$ cat src/rtl/uart_rx.sv
// UART receiver: oversampled start/data/stop recovery of one frame at a time.
// Latency: rxd -> rxs 2 clkin; strobe 1 clkin after the tick sampling stop bit.
// Backpressure: none; rx_valid/frame_err are single-cycle strobes, host must sample.
//
// Ports:
//   clkin     system clock, rising edge
//   rst       synchronous active-high reset
//   tick      one-cycle oversampling enable at OVERSAMPLE x baud
//   rxd       asynchronous serial input, idle high
//   rx_data   last correctly framed byte, held until the next good frame
//   rx_valid  one-cycle pulse when rx_data is updated
//   frame_err one-cycle pulse when the stop bit was sampled low
//   busy      high whenever the receiver is not idle
module uart_rx #(
  parameter int OVERSAMPLE = 16,
  parameter int DATA_BITS  = 8
) (
  input  logic                 clkin,
  input  logic                 rst,
  input  logic                 tick,
  input  logic                 rxd,
  output logic [DATA_BITS-1:0] rx_data,
  output logic                 rx_valid,
  output logic                 frame_err,
  output logic                 busy
);

  localparam int SW = $clog2(OVERSAMPLE);
  localparam int BW = $clog2(DATA_BITS) + 1;

  localparam logic [SW-1:0] HALF_M1  = SW'(OVERSAMPLE / 2 - 1);
  localparam logic [SW-1:0] FULL_M1  = SW'(OVERSAMPLE - 1);
  localparam logic [BW-1:0] LAST_BIT = BW'(DATA_BITS - 1);

  localparam logic [2:0] ST_IDLE  = 3'd0;
  localparam logic [2:0] ST_START = 3'd1;
  localparam logic [2:0] ST_DATA  = 3'd2;
  localparam logic [2:0] ST_STOP  = 3'd3;
  localparam logic [2:0] ST_BREAK = 3'd4;

  logic                 rxd_meta_q;
  logic                 rxs_q;
  logic [2:0]           state_q,     state_d;
  logic [SW-1:0]        scnt_q,      scnt_d;
  logic [BW-1:0]        bcnt_q,      bcnt_d;
  logic [DATA_BITS-1:0] shreg_q,     shreg_d;
  logic [DATA_BITS-1:0] rx_data_q,   rx_data_d;
  logic                 rx_valid_q,  rx_valid_d;
  logic                 frame_err_q, frame_err_d;

  // Two-flop synchronizer; both stages reset to the idle (high) level so a
  // reset never manufactures a start edge.
  always_ff @(posedge clkin) begin
    if (rst) begin
      rxd_meta_q <= 1'b1;
      rxs_q      <= 1'b1;
    end else begin
      rxd_meta_q <= rxd;
      rxs_q      <= rxd_meta_q;
    end
  end

  always_comb begin
    state_d     = state_q;
    scnt_d      = scnt_q;
    bcnt_d      = bcnt_q;
    shreg_d     = shreg_q;
    rx_data_d   = rx_data_q;
    rx_valid_d  = 1'b0;
    frame_err_d = 1'b0;

    // Everything except the strobe clear is gated by tick, so a stalled
    // baud generator freezes the frame in place.
    if (tick) begin
      case (state_q)
        ST_IDLE: begin
          if (!rxs_q) begin
            state_d = ST_START;
            scnt_d  = '0;
          end
        end

        ST_START: begin
          // Re-check the line at the start-bit midpoint; a high level here
          // means the falling edge was a glitch.
          if (scnt_q == HALF_M1) begin
            scnt_d  = '0;
            bcnt_d  = '0;
            state_d = rxs_q ? ST_IDLE : ST_DATA;
          end else begin
            scnt_d = scnt_q + 1'b1;
          end
        end

        ST_DATA: begin
          if (scnt_q == FULL_M1) begin
            scnt_d  = '0;
            shreg_d = {rxs_q, shreg_q[DATA_BITS-1:1]};
            bcnt_d  = bcnt_q + 1'b1;
            if (bcnt_q == LAST_BIT) begin
              state_d = ST_STOP;
            end
          end else begin
            scnt_d = scnt_q + 1'b1;
          end
        end

        ST_STOP: begin
          // Leaving at the stop-bit midpoint gives half a bit of slack to
          // catch a start bit that follows immediately.
          if (scnt_q == FULL_M1) begin
            scnt_d = '0;
            if (rxs_q) begin
              rx_data_d  = shreg_q;
              rx_valid_d = 1'b1;
              state_d    = ST_IDLE;
            end else begin
              frame_err_d = 1'b1;
              state_d     = ST_BREAK;
            end
          end else begin
            scnt_d = scnt_q + 1'b1;
          end
        end

        ST_BREAK: begin
          // Wait out a held-low line so it cannot start a bogus frame.
          if (rxs_q) begin
            state_d = ST_IDLE;
          end
        end

        default: begin
          state_d = ST_IDLE;
        end
      endcase
    end
  end

  always_ff @(posedge clkin) begin
    if (rst) begin
      state_q     <= ST_IDLE;
      scnt_q      <= '0;
      bcnt_q      <= '0;
      shreg_q     <= '0;
      rx_data_q   <= '0;
      rx_valid_q  <= 1'b0;
      frame_err_q <= 1'b0;
    end else begin
      state_q     <= state_d;
      scnt_q      <= scnt_d;
      bcnt_q      <= bcnt_d;
      shreg_q     <= shreg_d;
      rx_data_q   <= rx_data_d;
      rx_valid_q  <= rx_valid_d;
      frame_err_q <= frame_err_d;
    end
  end

  assign rx_data   = rx_data_q;
  assign rx_valid  = rx_valid_q;
  assign frame_err = frame_err_q;
  assign busy      = (state_q != ST_IDLE);

endmodule

$ cat config.mk
export PLATFORM = sky130hd
export DESIGN_NAME = uart_rx
export DESIGN_NICKNAME = d
export VERILOG_FILES = /design/src/rtl/uart_rx.sv
export SDC_FILE = /design/constraint.sdc
export NUM_CORES = 1
export LEC_CHECK = 0
export CAP_MARGIN = 20
export CELL_PAD_IN_SITES_DETAIL_PLACEMENT = 0
export CELL_PAD_IN_SITES_GLOBAL_PLACEMENT = 2
export CORE_ASPECT_RATIO = 1.4
export CORE_MARGIN = 5
export CORE_UTILIZATION = 30
export DETAILED_ROUTE_END_ITERATION = 8
export GPL_ROUTABILITY_DRIVEN = 1
export PLACE_DENSITY_LB_ADDON = 0.25
export SKIP_CTS_REPAIR_TIMING = 1
export SLEW_MARGIN = 40
export SYNTH_ARGS = -nofsm -noshare
export SYNTH_HDL_FRONTEND = slang
export SYNTH_SLANG_ARGS = --single-unit
$ cat constraint.sdc
create_clock -name clkin -period 1.7 [get_ports clkin]
set_input_delay 0.34 -clock clkin [delete_from_list [all_inputs] [get_ports clkin]]
set_output_delay 0.34 -clock clkin [all_outputs]
set_load 0.1 [all_outputs]
==> metrics <==
Hold Violations, Final=0; Cell Rows=28; H-tree depth=2; Slew Limit Fails=0; global routing's busiest layer=met2; port buffer count=14; Area growth syn-to-layout=36.3%; Inst Count DP=about 230; die width=~66 um; most frequent cells in the layout=30 x dfxtp_1, 22 x nand2_1, 13 x nor2_1; Cell variety after synth=just over 40; Clock Skews=~0.0056 ns; worst skew pair latency=about 0.28 ns; Worst EP required=about 1.4 ns; gr ovfl total=0; syn nets=about 160; met2 Usage GRT=between 20% and 30%; number of top-level pins=15; die height=roughly 89 um; cells after synthesis=around 150; number of max-cap violations=0; Worst-Margin Slew=between 0.4 and 0.5 ns; first-pass GRT wire length=5350 um; initial antenna violation count=0; # setup viols final=0; layout cells sized above 1=a little under a quarter; Nets=180; Longest Clk Path Bufs=2; Synth Register Bits=31; Synth Warn #=0; post-route clock period utilization=between 90% and 100%; vias=~1,100; Setup crit end kind=primary output; worst vdd ir=0.339 mV; CTS tree=yes; Num CTS Buffers=5; sequential share of the synthesized area=about 47%; Slew headroom=between 70% and 80%; met3 GRT Util=3.43%; vias in the first global route=around 1,200; max frequency=~600 MHz; WP data arrival=1.32 ns; Vias/cell=approximately 4.9; drt pass-1 iters=4; ys async rst share=0%; grt met1 use=13.7%; Core ar.=about 0.0043 mm^2; Synth Flop Type=dfxtp_1; Antenna Diode Count=0; Static Leak=between 0.7 and 0.8 nW; largest net degree at the start of global routing=17; CTS sink count=31; antenna-violating nets left=0; Post-DP HPWL=about 2300 um; fin cells=about 240; crit path max fanout=9; DRT Wirelength=between 3000 and 4000 um; Crit Path Category=flop to primary output; mapped cell area=between 0.001 and 0.0015 mm^2; RSZ-0062 raised after global routing=false; RePlAce Congestion=about 0.76; DRC=0; GR Util All Layers=12.1%; Initial Util=between 30% and 40%; Startpoint Class=flop; clock slew at reported path FFs=about 0.070 ns; leading cell type in the layout, fill and taps excluded=dfxtp_1; Root Driver=clkbuf_8; DR iter-0 viols=between 50 and 60; syn avg cell area=around 8.8 um^2; routed len/inst=13.0 um; Pwr Density=between 700 and 800 mW/mm^2; status=finished clean; Post-synth EDFFs=0; Final Power=~1.3 mW; type of the tightest min-delay check=flop to flop; minimum clock period=~1.7 ns; Die ar.=roughly 0.0059 mm^2
-- metrics by stage --
| stage | cell area, um^2 | setup slack, ns | setup TNS, ns | hold slack (ns) | utilization, % |
|---|---|---|---|---|---|
| finish | 1810 | 0.0406 | 0 | 0.411 | 42.4 |
| global route | 1810 | 0.000654 | 0 | 0.438 | 42.4 |
| CTS | 1800 | -0.00958 | -0.00958 | 0.415 | 42.2 |
| detailed placement | 1720 | -0.193 | -0.952 | 0.399 | 40.3 |
| global placement | 1720 | -0.142 | -0.636 | 0.392 | 40.3 |
| floorplan | 1330 | 0.0381 | 0 | 0.389 | - |
-- sequential cells by signal (all words and copies together) (netlist names) --
name and count:
rx_data 8, shreg_q 8, bcnt_q 4, scnt_q 4
state_q 3, frame_err 1, rx_valid 1, rxd_meta_q 1
rxs_q 1
-- power by group --
part	internal [mW]	switching (mW)
clock	0.287	0.259
sequential	0.730	0.00300
combinational	0.0318	0.0373
-- synth_stat cells, types with 3 or more instances --
cell | count | area, um^2
dfxtp_1 | 31 | 621
nor2_1 | 13 | 48.8
nand2_1 | 22 | 82.6
inv_1 | 3 | 11.3
or2_2 | 3 | 18.8
nand3_1 | 8 | 40.0
mux2i_1 | 9 | 90.1
clkbuf_1 | 8 | 30.0
a311oi_1 | 3 | 26.3
a21oi_1 | 12 | 60.1
-- area by class of cell --
cell class                      instances  area (um^2)
Tap cell                               60         75.1
Fill cell                             464         2460
Inverter                                3         11.3
Clock buffer                            7         76.3
Sequential cell                        31          622
Clock inverter                          1         5.00
Timing Repair Buffer                   27          360
Multi-Input combinational cell        106          663
-- metal layers --
layer  routed length, um  up-vias
met4                  45        0
met5                   0        -
met3                  95        4
met1                1310      538
li1                    -      579
met2                1600       21
-- worst max-delay path: stages (launching register included) --
cell	delay (ns)
dfxtp_1	0.42
or3_4	0.45
buf_12	0.17
-- cell families after synthesis --
group                      synth area share (%)
AOI/OAI and AO/OA                          15.0
xor gates and xnor gates                  0.659
adders and majority gates                  1.88
DFF                                        46.7
muxes                                      6.77
buffers and inverters                      4.23
and+or+nand+nor                            24.8
-- worst paths after layout --
check                            endpoint        from  slack [ns]  depth (start not counted)
worst max-delay path                 busy  state_q[2]        0.04                          2
worst min register to register      rxs_q  rxd_meta_q        0.41                          1
worst min-delay path                rxs_q  rxd_meta_q        0.41                          1
worst max register to register  scnt_q[3]   scnt_q[0]        0.08                          4
Note: power is estimated with default switching activity, not from simulation.
